--- config.mk ---
export PLATFORM = sky130hd
export DESIGN_NAME = axis_packet_source
export DESIGN_NICKNAME = d
export VERILOG_FILES = /design/src/rtl/axis_packet_source_pkg.sv /design/src/rtl/axis_src_counter.sv /design/src/rtl/axis_packet_source.sv
export SDC_FILE = /design/constraint.sdc
export NUM_CORES = 1
export LEC_CHECK = 0
export CAP_MARGIN = 20
export CORE_MARGIN = 2
export CORE_UTILIZATION = 45
export DETAILED_ROUTE_END_ITERATION = 8
export PLACE_DENSITY = 0.69
export SETUP_SLACK_MARGIN = 0.4
export SYNTH_ARGS = -nofsm -noshare
export SYNTH_HDL_FRONTEND = slang
export SYNTH_HIERARCHICAL = 1
export SYNTH_SLANG_ARGS = --single-unit
export TNS_END_PERCENT = 1
--- constraint.sdc ---
create_clock -name clk -period 6.44 [get_ports clk]
set_clock_uncertainty 0.15 [all_clocks]
set_input_delay 0.644 -clock clk [delete_from_list [all_inputs] [get_ports clk]]
set_output_delay 0.644 -clock clk [all_outputs]
set_load 0.1 [all_outputs]
--- src/rtl/axis_packet_source_pkg.sv ---
// Shared types and defaults for the AXI-Stream packet generator.
package axis_packet_source_pkg;

    localparam int DEF_DATA_WIDTH = 32;
    localparam int DEF_LEN_WIDTH  = 16;
    localparam int DEF_CNT_WIDTH  = 16;
    localparam int DEF_GAP_WIDTH  = 8;

    typedef enum logic [1:0] {
        ST_IDLE = 2'd0,
        ST_SEND = 2'd1,
        ST_GAP  = 2'd2,
        ST_FIN  = 2'd3
    } src_state_t;

    // Zero-length packets are sent as a single beat; returns beats-1.
    function automatic logic [DEF_LEN_WIDTH-1:0] len_minus_one(input logic [DEF_LEN_WIDTH-1:0] len);
        return (len == '0) ? '0 : len - 1'b1;
    endfunction

endpackage

--- src/rtl/axis_src_counter.sv ---
// Loadable down-counter with zero / one flags for beat, packet and gap counting.
// Latency: load/decrement take effect on the next clk edge; flags decode the current count.
// Backpressure: none; the owner decides when to decrement.
module axis_src_counter #(
    parameter int W = 16
) (
    input  logic         clk,
    input  logic         rst,
    input  logic         load,
    input  logic [W-1:0] load_val,
    input  logic         dec,
    output logic         zero,
    output logic         one
);

    logic [W-1:0] cnt_q;
    logic [W-1:0] cnt_d;

    localparam logic [W-1:0] ONE = W'(1);

    // Load wins over decrement; the count saturates at zero so a stray
    // decrement can never wrap a long packet back to the top.
    always_comb begin
        cnt_d = cnt_q;
        if (load) begin
            cnt_d = load_val;
        end else if (dec && (cnt_q != '0)) begin
            cnt_d = cnt_q - ONE;
        end
    end

    always_ff @(posedge clk or posedge rst) begin
        if (rst) begin
            cnt_q <= '0;
        end else begin
            cnt_q <= cnt_d;
        end
    end

    assign zero = (cnt_q == '0);
    assign one  = (cnt_q == ONE);

endmodule

--- src/rtl/axis_packet_source.sv ---
// AXI-Stream master emitting pkt_count packets of pkt_len incrementing beats with optional gaps.
// Latency: first beat valid one cycle after an accepted start; done two cycles after the last transfer.
// Backpressure: tvalid/tdata/tlast are registered and held until tready accepts the beat.
module axis_packet_source
    import axis_packet_source_pkg::*;
#(
    parameter int DATA_WIDTH = DEF_DATA_WIDTH,
    parameter int LEN_WIDTH  = DEF_LEN_WIDTH,
    parameter int CNT_WIDTH  = DEF_CNT_WIDTH,
    parameter int GAP_WIDTH  = DEF_GAP_WIDTH
) (
    input  logic                  clk,
    input  logic                  rst,
    input  logic                  start,
    input  logic [LEN_WIDTH-1:0]  pkt_len,
    input  logic [CNT_WIDTH-1:0]  pkt_count,
    input  logic [DATA_WIDTH-1:0] first_data,
    input  logic [GAP_WIDTH-1:0]  gap_cycles,
    output logic                  busy,
    output logic                  done,
    output logic [DATA_WIDTH-1:0] m_axis_tdata,
    output logic                  m_axis_tvalid,
    output logic                  m_axis_tlast,
    input  logic                  m_axis_tready,
    output logic [CNT_WIDTH-1:0]  pkts_sent
);

    localparam logic [LEN_WIDTH-1:0]  LEN_ONE  = LEN_WIDTH'(1);
    localparam logic [CNT_WIDTH-1:0]  CNT_ONE  = CNT_WIDTH'(1);
    localparam logic [GAP_WIDTH-1:0]  GAP_ONE  = GAP_WIDTH'(1);
    localparam logic [DATA_WIDTH-1:0] DATA_ONE = DATA_WIDTH'(1);

    src_state_t state_q, state_d;

    logic                  busy_q,   busy_d;
    logic                  done_q,   done_d;
    logic                  tvalid_q, tvalid_d;
    logic                  tlast_q,  tlast_d;
    logic [DATA_WIDTH-1:0] tdata_q,  tdata_d;
    logic [CNT_WIDTH-1:0]  pkts_q,   pkts_d;
    logic [LEN_WIDTH-1:0]  len_m1_q, len_m1_d;
    logic [GAP_WIDTH-1:0]  gap_q,    gap_d;

    logic                  beat_load, beat_dec, beat_zero, beat_one;
    logic [LEN_WIDTH-1:0]  beat_load_val;
    logic                  pkt_load, pkt_dec, pkt_zero, pkt_one;
    logic [CNT_WIDTH-1:0]  pkt_load_val;
    logic                  gap_load, gap_dec, gap_zero, gap_one;
    logic [GAP_WIDTH-1:0]  gap_load_val;

    logic                  xfer;
    logic [LEN_WIDTH-1:0]  start_len_m1;
    logic                  unused_flags;

    assign xfer         = tvalid_q && m_axis_tready;
    assign start_len_m1 = (pkt_len == '0) ? '0 : pkt_len - LEN_ONE;
    assign unused_flags = beat_zero ^ pkt_one ^ gap_one;

    // Beats remaining after the one currently presented.
    axis_src_counter #(.W(LEN_WIDTH)) u_beat_cnt (
        .clk      (clk),
        .rst      (rst),
        .load     (beat_load),
        .load_val (beat_load_val),
        .dec      (beat_dec),
        .zero     (beat_zero),
        .one      (beat_one)
    );

    // Packets remaining after the one in flight.
    axis_src_counter #(.W(CNT_WIDTH)) u_pkt_cnt (
        .clk      (clk),
        .rst      (rst),
        .load     (pkt_load),
        .load_val (pkt_load_val),
        .dec      (pkt_dec),
        .zero     (pkt_zero),
        .one      (pkt_one)
    );

    // Idle cycles remaining after the current one.
    axis_src_counter #(.W(GAP_WIDTH)) u_gap_cnt (
        .clk      (clk),
        .rst      (rst),
        .load     (gap_load),
        .load_val (gap_load_val),
        .dec      (gap_dec),
        .zero     (gap_zero),
        .one      (gap_one)
    );

    always_comb begin
        state_d       = state_q;
        busy_d        = busy_q;
        done_d        = 1'b0;
        tvalid_d      = tvalid_q;
        tlast_d       = tlast_q;
        tdata_d       = tdata_q;
        pkts_d        = pkts_q;
        len_m1_d      = len_m1_q;
        gap_d         = gap_q;
        beat_load     = 1'b0;
        beat_load_val = len_m1_q;
        beat_dec      = 1'b0;
        pkt_load      = 1'b0;
        pkt_load_val  = pkt_count - CNT_ONE;
        pkt_dec       = 1'b0;
        gap_load      = 1'b0;
        gap_load_val  = gap_q - GAP_ONE;
        gap_dec       = 1'b0;

        case (state_q)
            ST_IDLE: begin
                if (start) begin
                    busy_d   = 1'b1;
                    pkts_d   = '0;
                    len_m1_d = start_len_m1;
                    gap_d    = gap_cycles;
                    tdata_d  = first_data;
                    if (pkt_count == '0) begin
                        state_d = ST_FIN;
                    end else begin
                        state_d       = ST_SEND;
                        tvalid_d      = 1'b1;
                        tlast_d       = (start_len_m1 == '0);
                        beat_load     = 1'b1;
                        beat_load_val = start_len_m1;
                        pkt_load      = 1'b1;
                    end
                end
            end

            ST_SEND: begin
                if (xfer) begin
                    tdata_d = tdata_q + DATA_ONE;
                    if (tlast_q) begin
                        pkts_d = pkts_q + CNT_ONE;
                        if (pkt_zero) begin
                            state_d  = ST_FIN;
                            tvalid_d = 1'b0;
                            tlast_d  = 1'b0;
                        end else if (gap_q == '0) begin
                            pkt_dec   = 1'b1;
                            beat_load = 1'b1;
                            tlast_d   = (len_m1_q == '0);
                        end else begin
                            state_d  = ST_GAP;
                            pkt_dec  = 1'b1;
                            gap_load = 1'b1;
                            tvalid_d = 1'b0;
                            tlast_d  = 1'b0;
                        end
                    end else begin
                        beat_dec = 1'b1;
                        tlast_d  = beat_one;
                    end
                end
            end

            ST_GAP: begin
                if (gap_zero) begin
                    state_d   = ST_SEND;
                    tvalid_d  = 1'b1;
                    tlast_d   = (len_m1_q == '0);
                    beat_load = 1'b1;
                end else begin
                    gap_dec = 1'b1;
                end
            end

            ST_FIN: begin
                state_d = ST_IDLE;
                busy_d  = 1'b0;
                done_d  = 1'b1;
            end

            default: begin
                state_d  = ST_IDLE;
                busy_d   = 1'b0;
                tvalid_d = 1'b0;
                tlast_d  = 1'b0;
            end
        endcase
    end

    always_ff @(posedge clk or posedge rst) begin
        if (rst) begin
            state_q  <= ST_IDLE;
            busy_q   <= 1'b0;
            done_q   <= 1'b0;
            tvalid_q <= 1'b0;
            tlast_q  <= 1'b0;
            tdata_q  <= '0;
            pkts_q   <= '0;
            len_m1_q <= '0;
            gap_q    <= '0;
        end else begin
            state_q  <= state_d;
            busy_q   <= busy_d;
            done_q   <= done_d;
            tvalid_q <= tvalid_d;
            tlast_q  <= tlast_d;
            tdata_q  <= tdata_d;
            pkts_q   <= pkts_d;
            len_m1_q <= len_m1_d;
            gap_q    <= gap_d;
        end
    end

    assign busy          = busy_q;
    assign done          = done_q;
    assign m_axis_tdata  = tdata_q;
    assign m_axis_tvalid = tvalid_q;
    assign m_axis_tlast  = tlast_q;
    assign pkts_sent     = pkts_q;

endmodule
==> results.md, run 1 <==
Outcome:
- The run finished with clean final reports.

Final layout:
- Cells fill 57.92% of the core in the end.
- In the final design database the tool counted roughly 1100 nets.
- The number of antenna diodes is 0.
- Of the cells placed in the final design, the portion with a size suffix greater than 1 is around 9.0%.
- Compared with the post-synthesis result, the final layout area differs by 27.22%.
- Fill cells in the final layout number about 1600.

Floorplan:
- The die covers ~18000 um^2.
- The I/O pin count is around 130.
- The die is about 140 um tall.
- The initialized floorplan defines 48 standard-cell rows.
- The total area inside the core boundary comes to approximately 17000 um^2.
- Once the floorplan was initialized, standard cells occupied roughly 46% of the core.
- In this run the horizontal extent of the chip is 135.6 um.

Worst setup path:
- For this design, the slowest cell found on the critical path is sky130_fd_sc_hd__clkinv_1.
- The kind of end point of the critical path is a flop.
- The critical path's most frequent cell is sky130_fd_sc_hd__inv_1.
- STA puts the critical path data required time at ~6600 ps.
- The largest single stage delay on the critical path is 790 ps.
- Of all nets on the critical path, the largest fanout is 27.
- The startpoint type of the worst setup path is a primary input.
- For the worst setup path, the data arrival time is approximately 4300 ps.
- The setup path with the least slack is of type primary input to flop.
- The count of cell instances traversed by the critical path is 11.
- The signal on the critical path passes through clkdlybuf4s50_1 > inv_1 > ha_1 > nand2b_1 > nor4_1 > nand2_1 > nand3_1 > inv_1 > clkinv_1 > o2111ai_1 > o211ai_1.
- The worst path buffer plus inverter count is 4.
- Measured in cells, the most critical reg-to-reg path has a length of 8.
- The kind of cell with the highest combined delay along the critical path is buffers and inverters.

Detailed routing:
- The number of DRC violations after detailed-routing iteration 0 is approximately 570.
- Detailed routing inserted a total of 7300 vias.
- The sum of routed wire length over all layers is roughly 20000 um.
- Dividing the detail-routed wire length by the instance count gives roughly 16 um.
- In the routed layout, each cell is associated on average with a via count of 5.835.
- The first TritonRoute pass finished after 5 iterations.
- The antenna violation net count after detailed routing is 0.
- After detailed routing, the number of remaining DRC violations is 0.

STA:
- At the pin with the least slew margin, the transition time is between 1000 and 1500 ps.
- Setup repair after global routing left no endpoint under its margin.
- The final setup violation count is 0.
- The fraction of the cycle the final worst path needs is roughly 64%.
- Adding up every negative setup slack in the final design gives 0 ps.
- Derived from the worst setup path, the maximum achievable clock frequency is between 200 and 250 MHz.
- After layout, the minimum clock period comes to ~4100 ps.
- The final-report max-slew violation count is 0.
- The worst pin sits at a relative slew slack of 32.31%.
- The count of final hold-check violations is 0.

Power:
- The leakage power summed over all cells is roughly 3.8 nW.
- The total power per unit cell area is between 500 and 600 nW/um^2.
- IR analysis of the VDD net gives a maximum drop of 0.4148 mV.
- The total design power is ~5.2 mW.

Logic synthesis:
- Synthesis produced roughly 900 cells.
- The net count of the mapped netlist is 993.
- In this run the cell area of the synthesized design comes to between 7000 and 8000 um^2.
- The number of synthesis warnings is 6.
- After synthesis, the mean cell area works out to ~8.6 um^2.

GRT:
- The number of antenna violations at the first check in global routing is 0.
- The number of global-route vias before repair is ~6800.
- The overall routing resource usage is a little under a quarter.
- The remaining global-route overflow is 0.
- The pin count of the biggest net entering global routing is 75.
- The global-route wire length before repair is 33640 um.

Clock network:
- The buffer levels on the longest clock path is 2.
- The depth of the CTS H-tree is 4.
- In this run, CTS created clock tree buffers numbering 17.
- The total of cells resized after clock tree synthesis is 0.
- The clock root buffer master is sky130_fd_sc_hd__clkbuf_16.
- The TritonCTS clock tree is done.
- For this design, the sink count on the clock tree is about 120.
- At the later pin of the worst-skew pair, clock insertion delay measures 420 ps.
- Hold repair after CTS inserted 0 buffers.
- The post-CTS setup repair buffer count is 0.
- The post-CTS clock slew at the launch and capture registers of the worst setup and hold paths is ~60 ps.

Flow run:
- The max-cap violation count is 0.

Placement:
- The wire-length estimate of the detail-placed layout is 14630 um.
- The count of input and output buffers is around 130.
- The final weighted congestion of routability-driven global placement is 0.8808.

Min path:
- The depth of the worst hold-timing path is 2.
- In this run the worst hold path is classified as flop to flop.
-- cell type report --
cell class / count / area (um^2) / share of cell area (%)
timing repair buffer: 135 / 1343 / 13.54
clock inverter: 14 / 222.7 / 2.247
tap: 225 / 281.5 / 2.840
sequential: 118 / 2953 / 29.79
clock buffer: 18 / 439.2 / 4.430
multi-input combinational: 703 / 4531 / 45.70
inverter: 38 / 143.9 / 1.451
-- where the power goes --
group	total, mW	internal [mW]	switching [mW]
logic	2.69	0.881	1.81
registers	1.45	1.07	0.378
clock network	1.07	0.701	0.366
-- cell usage in the layout (no fill, tap or decap), types with 20 or more instances in the layout --
| cell | n |
|---|---|
| sky130_fd_sc_hd__a21oi_1 | 51 |
| sky130_fd_sc_hd__a31oi_1 | 21 |
| sky130_fd_sc_hd__clkdlybuf4s50_1 | 127 |
| sky130_fd_sc_hd__dfrtp_1 | 118 |
| sky130_fd_sc_hd__inv_1 | 34 |
| sky130_fd_sc_hd__mux2_2 | 20 |
| sky130_fd_sc_hd__nand2_1 | 91 |
| sky130_fd_sc_hd__nand3_1 | 28 |
| sky130_fd_sc_hd__nor2_1 | 73 |
| sky130_fd_sc_hd__nor3_1 | 29 |
| sky130_fd_sc_hd__o21ai_0 | 51 |
| sky130_fd_sc_hd__o22ai_1 | 25 |
| sky130_fd_sc_hd__o31ai_1 | 24 |
| sky130_fd_sc_hd__xor2_1 | 21 |
-- final timing paths --
kind	slack, ps	to	start
max	2310	u_pkt_cnt/cnt_q[0]	pkt_count[0]
min	350	len_m1_q[1]	len_m1_q[1]
max reg2reg	2460	u_pkt_cnt/cnt_q[11]	state_q[1]
min reg2reg	350	len_m1_q[1]	len_m1_q[1]
max in group asynchronous	4580	m_axis_tdata[19]	rst
min in group asynchronous	360	gap_q[6]	rst
-- state kept, by name, summed over array words and instances (netlist names) --
| name | cells |
|---|---|
| m_axis_tdata | 32 |
| len_m1_q | 16 |
| pkts_sent | 16 |
| u_beat_cnt/cnt_q | 16 |
| u_pkt_cnt/cnt_q | 16 |
| gap_q | 8 |
| u_gap_cnt/cnt_q | 8 |
| state_q | 2 |
| busy | 1 |
| done | 1 |
| m_axis_tlast | 1 |
| m_axis_tvalid | 1 |
-- metal layers --
| layer | GRT usage, % | wire [um] | up-vias |
|---|---|---|---|
| met5 | 0 | 0 | - |
| met4 | 7.697 | 382 | 0 |
| met3 | 3.779 | 824 | 28 |
| met2 | 35.77 | 9573 | 185 |
| met1 | 31.41 | 9537 | 3475 |
| li1 | - | - | 3612 |
-- worst reg2reg max path, cell delays in order (launching register included) --
cell and delay [ps]:
sky130_fd_sc_hd__dfrtp_1 420, sky130_fd_sc_hd__inv_1 100, sky130_fd_sc_hd__ha_2 800, sky130_fd_sc_hd__nand2_1 250, sky130_fd_sc_hd__nor3_1 760, sky130_fd_sc_hd__nor3b_1 440, sky130_fd_sc_hd__nand4_1 300, sky130_fd_sc_hd__or3b_2 530
sky130_fd_sc_hd__a2bb2oi_1 150
-- stage by stage --
step           setup WS, ps  hold WS, ps  instance area [um^2]  std cells
3_3_place_gp           2031        333.2                  9225       1217
3_5_place_dp           1899        338.0                  9225       1217
6_report               2308        351.8                  9913       1251
4_1_cts                2343        355.4                  9887       1249
5_1_grt                1952        364.8                  9913       1251
2_1_floorplan          3119        307.9                  7792        902
Note: power is estimated with default switching activity, not from simulation.
==> inputs of run 2 (changes only) <==
clock period = 4.3 ns   (was 6.44 ns; I/O delays follow)
==> results.md, run 2 (synthesis results as in run 1) <==
Floorplan:
- The number of cell rows came to 48 (unchanged).
- The initial standard-cell utilization of the core was 45.53% (unchanged).
- The die width came to 135.6 um (unchanged).
- The die footprint is 18380 um^2 (unchanged).
- The area of the placeable core is 17120 um^2 (unchanged).
- The chip height was 135.6 um (unchanged).
- The I/O pin count is 128 (unchanged).

Power:
- The total power per unit cell area came to 774.0 nW/um^2 (was 524.9 nW/um^2).
- The maximum resistive drop on vdd was 0.6743 mV (was 0.4148 mV).
- The switching power as a share of total power is 50.10% (was 49.07%).
- The leakage power summed over all cells is 3.832 nW (was 3.848 nW).
- The part of the total power dissipated in the clock network is 18.3% (was 20.5%).
- The total internal power is 3.816 mW (was 2.650 mW).
- The combinational share of power is 53.2% (was 51.7%).
- The total net switching power is 3.831 mW (was 2.554 mW).
- The relative contribution of sequential cells to total power is 28.5% (was 27.8%).

Placement:
- The count of input and output buffers is 127 (unchanged).
- The post-placement worst setup slack is 726.0 ps (was 1899 ps).
- The HPWL reported at the end of detailed placement is 14820 um (was 14630 um).
- The final weighted congestion of routability-driven global placement is 0.8619 (was 0.8808).
- The post-placement cell count is 1224 (was 1217).

Worst setup path:
- The signal arrival time at the worst endpoint is 3750 ps (was 4270 ps).
- The startpoint type of the worst setup path is a flop (was primary input).
- The kind of end point of the critical path is a flop (unchanged).
- The cell count of the worst reg-to-reg path was 9 (was 8).
- The endpoint of the worst register-to-register path is u_gap_cnt/cnt_q[6] (was u_pkt_cnt/cnt_q[11]).
- The required time at the worst-slack endpoint is 4450 ps (was 6580 ps).
- The cell at the slowest stage of the critical path is sky130_fd_sc_hd__ha_2 (was sky130_fd_sc_hd__clkinv_1).
- Critical path, cell by cell: inv_1 > ha_2 > nand2_1 > nor3_1 > buf_4 > and2_1 > clkinv_1 > o211a_1 > a221o_1 (was clkdlybuf4s50_1 > inv_1 > ha_1 > nand2b_1 > nor4_1 > nand2_1 > nand3_1 > inv_1 > clkinv_1 > o2111ai_1 > o211ai_1).
- The type of the worst setup path was flop to flop (was primary input to flop).
- The largest fanout on the critical path is 50 (was 27).
- The internal reg-to-reg setup slack came to 710 ps (was 2460 ps).
- The longest individual stage delay on the worst path was 820 ps (was 790 ps).
- The launch instance of the worst register-to-register path is state_q[1] (unchanged).

Final layout:
- The area overhead of the layout relative to synthesis was 26.77% (was 27.22%).
- The combined area of the multi-input logic cells is 4531 um^2 (unchanged).
- The non-filler instance count after layout was 1255 (was 1251).
- The flip-flop and latch area is 2953 um^2 (unchanged).
- The number of flip-flops under the largest register name is 32 (unchanged).
- The fraction of layout cells with a size suffix above 1 was 9.320% (was 8.967%).
- The filler cell count is 1580 (was 1587).
- The number of antenna diodes is 0 (unchanged).
- The most frequent standard cell in the layout excluding fill and tap cells is sky130_fd_sc_hd__clkdlybuf4s50_1 (unchanged).
- Most frequent cells in the layout: sky130_fd_sc_hd__clkdlybuf4s50_1 (127), sky130_fd_sc_hd__dfrtp_1 (118), sky130_fd_sc_hd__nand2_1 (91) (unchanged).
- The final net count is 1110 (was 1104).

Clock network:
- The buffer levels on the longest clock path is 2 (unchanged).
- The insertion delay of the later-clocked pin in the worst-skew pair was 420 ps (about the same).
- The post-CTS setup repair buffer count came to 0 (unchanged).
- The total of cells resized after clock tree synthesis was 0 (unchanged).
- The number of hold buffers added after CTS is 0 (unchanged).
- The number of buffers added by the clock tree synthesis step was 17 (unchanged).
- The clock root buffer master is sky130_fd_sc_hd__clkbuf_16 (unchanged).
- The TritonCTS clock tree is done (unchanged).
- The number of sinks handled by clock tree synthesis is 118 (unchanged).
- The post-CTS clock slew at the launch and capture registers of the worst setup and hold paths was 60 ps (about the same).
- The depth of the CTS H-tree is 4 (unchanged).

GRT:
- The number of antenna violations at the first check in global routing came to 0 (unchanged).
- The overall routing resource usage is 22.67% (was 22.59%).
- The global-route wire length before repair is 33620 um (was 33640 um).
- The pin count of the biggest net entering global routing is 56 (was 75).
- The remaining global-route overflow is 0 (unchanged).
- The number of global-route vias before repair was 6744 (was 6792).

STA:
- The worst slew margin relative to its limit was 23.04% (was 32.31%).
- The final-report max-slew violation count is 0 (unchanged).
- The slew at the pin closest to its max-slew limit is 1144 ps (was 1012 ps).
- Setup repair after global routing missed its margin: no (unchanged).
- The minimum setup slack in the final design is 705.8 ps (was 2308 ps).
- For the finished layout, the period the worst path requires is 3594 ps.
- The final setup violation count is 0 (unchanged).
- The count of final hold-check violations was 0 (unchanged).
- The setup total negative slack came to 0 ps (unchanged).
- The fraction of the cycle the final worst path needs is between 80 and 90%.
- For this run, the top clock speed supported by timing is about 280 MHz.

Detailed routing:
- The antenna violation net count after detailed routing is 0 (unchanged).
- The post-detailed-route via-to-cell ratio was 5.869 (was 5.835).
- The routed wire length per instance came to 16.61 um (was 16.24 um).
- The length of the first detailed-routing pass in iterations came to 5 (unchanged).
- The sum of routed wire length over all layers is 20850 um (was 20320 um).
- The total DRC errors in the routed layout came to 0 (unchanged).
- The overall via count from detail_route was 7366 (was 7300).
- The number of DRC violations after detailed-routing iteration 0 is 525 (was 573).

Flow run:
- The max-cap violation count came to 0 (unchanged).

Min path:
- The type of the most critical hold path is primary input to async pin (was flop to flop).

Outcome:
- Result of the run: finished clean (unchanged).
==> run 2: changes by cell type in the layout (fill, tap and decap cells not counted) <==
cell	delta
sky130_fd_sc_hd__clkinv_2	+3
sky130_fd_sc_hd__clkinv_4	-3
sky130_fd_sc_hd__clkbuf_8	+1
sky130_fd_sc_hd__inv_6	-3
sky130_fd_sc_hd__buf_16	+1
sky130_fd_sc_hd__bufinv_16	-3
sky130_fd_sc_hd__clkbuf_1	+1
sky130_fd_sc_hd__clkinvlp_4	+1
sky130_fd_sc_hd__dlymetal6s2s_1	-1
sky130_fd_sc_hd__buf_4	+7
==> run 2: cell type report <==
cell class | instances | area share, %
clock buffers | 21 | 4.763
clock inverters | 9 | 1.039
inverters | 38 | 1.457
multi-input cells | 703 | 45.86
flip-flops and latches | 118 | 29.89
well taps | 225 | 2.850
repair buffers | 141 | 14.14
==> run 2: metal layers <==
| metal | wire [um] | part of all wire, % | vias up | GRT usage [%] |
|---|---|---|---|---|
| li1 | - | - | 3630 | - |
| met1 | 9729 | 47 | 3497 | 31.26 |
| met2 | 9912 | 48 | 215 | 36.67 |
| met3 | 933 | 4.5 | 24 | 3.853 |
| met4 | 270 | 1.3 | 0 | 6.655 |
| met5 | 0 | 0 | - | 0 |
==> run 2: critical path: cells and delay by family (launching register included) <==
kind | cells | cell delay (ps)
AOI/OAI and AO/OA | 2 | 470
and+or+nand+nor | 3 | 900
adders and majority gates | 1 | 820
buffers and inverters | 3 | 710
DFF | 1 | 420
==> run 2: how the worst max path moves through the flow <==
stage,end,depth (start not counted),start
finish,u_gap_cnt/cnt_q[6],9,state_q[1]
CTS,u_gap_cnt/cnt_q[6],9,state_q[1]
detailed placement,u_gap_cnt/cnt_q[6],9,state_q[1]
global placement,u_beat_cnt/cnt_q[14],11,pkt_len[0]
global route,u_gap_cnt/cnt_q[6],9,state_q[1]
floorplan,m_axis_tvalid,10,u_pkt_cnt/cnt_q[0]
==> run 2: metrics by stage <==
step	hold WS [ps]	total power [mW]	area (um^2)	utilization, %
after global placement	334.9	6.156	9278	54.20
after global routing	177.5	8.096	9878	57.71
after CTS	263.9	7.643	9851	57.55
after detailed placement	345.5	6.211	9278	54.20
final	162.1	7.646	9878	57.71
after floorplan	95.66	5.178	7792	-
==> run 2: power groups by stage <==
| stage | Combinational (mW) | Sequential, mW | Clock (mW) |
|---|---|---|---|
| 6_report | 4.07 | 2.18 | 1.40 |
| 5_1_grt | 4.37 | 2.26 | 1.47 |
| 4_1_cts | 4.06 | 2.16 | 1.42 |
| 3_5_place_dp | 4.04 | 2.17 | 0 |
| 3_3_place_gp | 3.99 | 2.17 | 0 |
| 2_1_floorplan | 1.90 | 3.28 | 0 |
==> inputs of run 3 (changes only) <==
clock period = 3.7 ns   (was 4.3 ns; I/O delays follow)
==> results.md, run 3 (synthesis results as in run 1) <==
Worst setup path:
- The startpoint type of the worst setup path was a flop (unchanged).
- The required time at the worst-slack endpoint was 3850 ps (was 4450 ps).
- The internal reg-to-reg setup slack was 420 ps (was 710 ps).
- The largest fanout on the critical path was 15 (was 50).
- The kind of end point of the critical path is a flop (unchanged).
- The cell count of the worst reg-to-reg path came to 12 (was 9).
- The signal arrival time at the worst endpoint is 3440 ps (was 3750 ps).
- The endpoint of the worst register-to-register path is u_beat_cnt/cnt_q[4] (was u_gap_cnt/cnt_q[6]).
- The type of the worst setup path was flop to flop (unchanged).
- The launch instance of the worst register-to-register path is u_pkt_cnt/cnt_q[1] (was state_q[1]).

Detailed routing:
- The sum of routed wire length over all layers is 20520 um (was 20850 um).
- The number of DRC violations after detailed-routing iteration 0 is 590 (was 525).
- The post-detailed-route via-to-cell ratio is 5.869 (about the same).
- The antenna violation net count after detailed routing was 0 (unchanged).
- The routed wire length per instance is 16.25 um (was 16.61 um).
- The overall via count from detail_route was 7413 (was 7366).
- The length of the first detailed-routing pass in iterations is 5 (unchanged).
- The total DRC errors in the routed layout is 0 (unchanged).

Clock network:
- The number of sinks handled by clock tree synthesis is 118 (unchanged).
- The TritonCTS clock tree is done (unchanged).
- The clock root buffer master is sky130_fd_sc_hd__clkbuf_16 (unchanged).
- The insertion delay of the later-clocked pin in the worst-skew pair is 420 ps (about the same).
- The buffer levels on the longest clock path is 2 (unchanged).
- The depth of the CTS H-tree came to 4 (unchanged).
- The number of buffers added by the clock tree synthesis step was 17 (unchanged).
- The post-CTS clock slew at the launch and capture registers of the worst setup and hold paths came to 60 ps (about the same).

Floorplan:
- The die footprint is 18380 um^2 (unchanged).
- The area of the placeable core is 17120 um^2 (unchanged).
- The initial standard-cell utilization of the core is 45.53% (unchanged).
- The number of cell rows was 48 (unchanged).
- The die width came to 135.6 um (unchanged).
- The I/O pin count was 128 (unchanged).
- The chip height is 135.6 um (unchanged).

Final layout:
- The number of antenna diodes is 0 (unchanged).
- The final net count is 1117 (was 1110).
- The area overhead of the layout relative to synthesis came to 28.07% (was 26.77%).
- The filler cell count is 1572 (was 1580).
- Most frequent cells in the layout: sky130_fd_sc_hd__clkdlybuf4s50_1 (127), sky130_fd_sc_hd__dfrtp_1 (118), sky130_fd_sc_hd__nand2_1 (91) (unchanged).
- The fraction of layout cells with a size suffix above 1 is 10.60% (was 9.320%).
- The number of flip-flops under the largest register name came to 32 (unchanged).
- The most frequent standard cell in the layout excluding fill and tap cells is sky130_fd_sc_hd__clkdlybuf4s50_1 (unchanged).
- The non-filler instance count after layout is 1263 (was 1255).

Power:
- The leakage power summed over all cells came to 3.885 nW (was 3.832 nW).
- The maximum resistive drop on vdd is 0.7291 mV (was 0.6743 mV).
- The total power per unit cell area was 890.0 nW/um^2 (was 774.0 nW/um^2).

Outcome:
- Result of the run: finished clean (unchanged).

STA:
- The worst slew margin relative to its limit is 31.40% (was 23.04%).
- The shortest clock period the worst path allows after layout is 3284 ps (was 3594 ps).
- The hold slack came to 100.2 ps (was 162.1 ps).
- The count of final hold-check violations was 0 (unchanged).
- The final-report max-slew violation count came to 0 (unchanged).
- The fraction of the cycle the final worst path needs came to 88.75% (was 83.59%).
- The highest clock frequency the design can meet is 304.5 MHz (was 278.2 MHz).
- The slew at the pin closest to its max-slew limit is 1026 ps (was 1144 ps).
- The final setup violation count is 0 (unchanged).
- Setup repair after global routing missed its margin: yes (was no).
- The setup total negative slack is 0 ps (unchanged).

GRT:
- The number of antenna violations at the first check in global routing is 0 (unchanged).
- The remaining global-route overflow is 0 (unchanged).
- The overall routing resource usage was 22.88% (was 22.67%).
- The number of global-route vias before repair was 6768 (was 6744).
- The pin count of the biggest net entering global routing is 56 (unchanged).
- The global-route wire length before repair was 33970 um (was 33620 um).

Flow run:
- The max-cap violation count is 0 (unchanged).

Placement:
- The post-placement cell count was 1229 (was 1224).
- The count of input and output buffers is 127 (unchanged).
- The HPWL reported at the end of detailed placement is 14950 um (was 14820 um).
- The final weighted congestion of routability-driven global placement was 0.8413 (was 0.8619).

Min path:
- The type of the most critical hold path is primary input to async pin (unchanged).
run 3: changes by cell type in the layout (fill, tap and decap cells not counted), sizes merged:
cell	delta
clkbuf	+2
buf	+7
clkinv	+1
bufinv	-1
inv	-1
run 3: metal layers:
metal  GRT usage, %  share of wire [%]  up-vias
li1               -                  -     3635
met1          32.46                 47     3543
met2          35.86                 47      206
met3          3.853                4.3       29
met4          6.887                1.5        0
met5              0                  0        -
run 3: through the flow:
stage	cell area, um^2	worst slack, ps	utilization [%]	total power, mW
finish	9980	416.3	58.30	8.882
global route	9980	229.7	58.30	9.454
CTS	9922	417.6	57.97	8.886
detailed placement	9329	260.7	54.50	7.238
global placement	9329	298.0	54.50	7.163
floorplan	7794	489.9	-	6.021
run 3: worst max-delay path by stage:
stage | from | end | slack, ps | cells past startpoint
4_1_cts | u_pkt_cnt/cnt_q[0] | u_beat_cnt/cnt_q[4] | 420 | 12
6_report | u_pkt_cnt/cnt_q[1] | u_beat_cnt/cnt_q[4] | 420 | 12
3_3_place_gp | pkt_len[0] | u_beat_cnt/cnt_q[14] | 300 | 10
2_1_floorplan | u_pkt_cnt/cnt_q[0] | m_axis_tvalid | 490 | 10
3_5_place_dp | u_pkt_cnt/cnt_q[0] | u_beat_cnt/cnt_q[4] | 260 | 12
5_1_grt | u_pkt_cnt/cnt_q[0] | u_beat_cnt/cnt_q[9] | 230 | 11
run 3: critical path, stage by stage (launching register included):
cell and delay (ps):
sky130_fd_sc_hd__dfrtp_1 390, sky130_fd_sc_hd__inv_1 90, sky130_fd_sc_hd__ha_1 250, sky130_fd_sc_hd__or3b_2 250, sky130_fd_sc_hd__or3_1 270, sky130_fd_sc_hd__nor2_4 70
sky130_fd_sc_hd__nor4_1 280, sky130_fd_sc_hd__a21oi_1 100, sky130_fd_sc_hd__a21oi_4 430, sky130_fd_sc_hd__clkinvlp_4 390, sky130_fd_sc_hd__and3_1 260, sky130_fd_sc_hd__a21oi_1 120
sky130_fd_sc_hd__o41ai_1 90
run 3: timing repair:
action / 4_1_cts / 5_1_grt
buffers inserted: 0 / 2
pin swaps: 0 / 1
hold buffers: 0 / 0
gates cloned: 0 / 0
endpoints found under the setup margin: 11 / 30
gates resized for setup: 3 / 4
run 3: layout make-up:
class / count / area (um^2) / area share, %
clock buffer: 23 / 508.0 / 5.090
clock inverter: 8 / 71.32 / 0.7146
inverter: 38 / 151.4 / 1.517
multi-input combinational: 703 / 4553 / 45.62
sequential: 118 / 2953 / 29.59
tap: 225 / 281.5 / 2.821
timing repair buffer: 148 / 1461 / 14.64
run 3: power by group:
| part | internal (mW) | leakage [nW] | switching [mW] |
|---|---|---|---|
| combinational | 1.57 | 2.16 | 3.18 |
| sequential | 1.86 | 1.43 | 0.676 |
| clock | 1.02 | 0.291 | 0.582 |
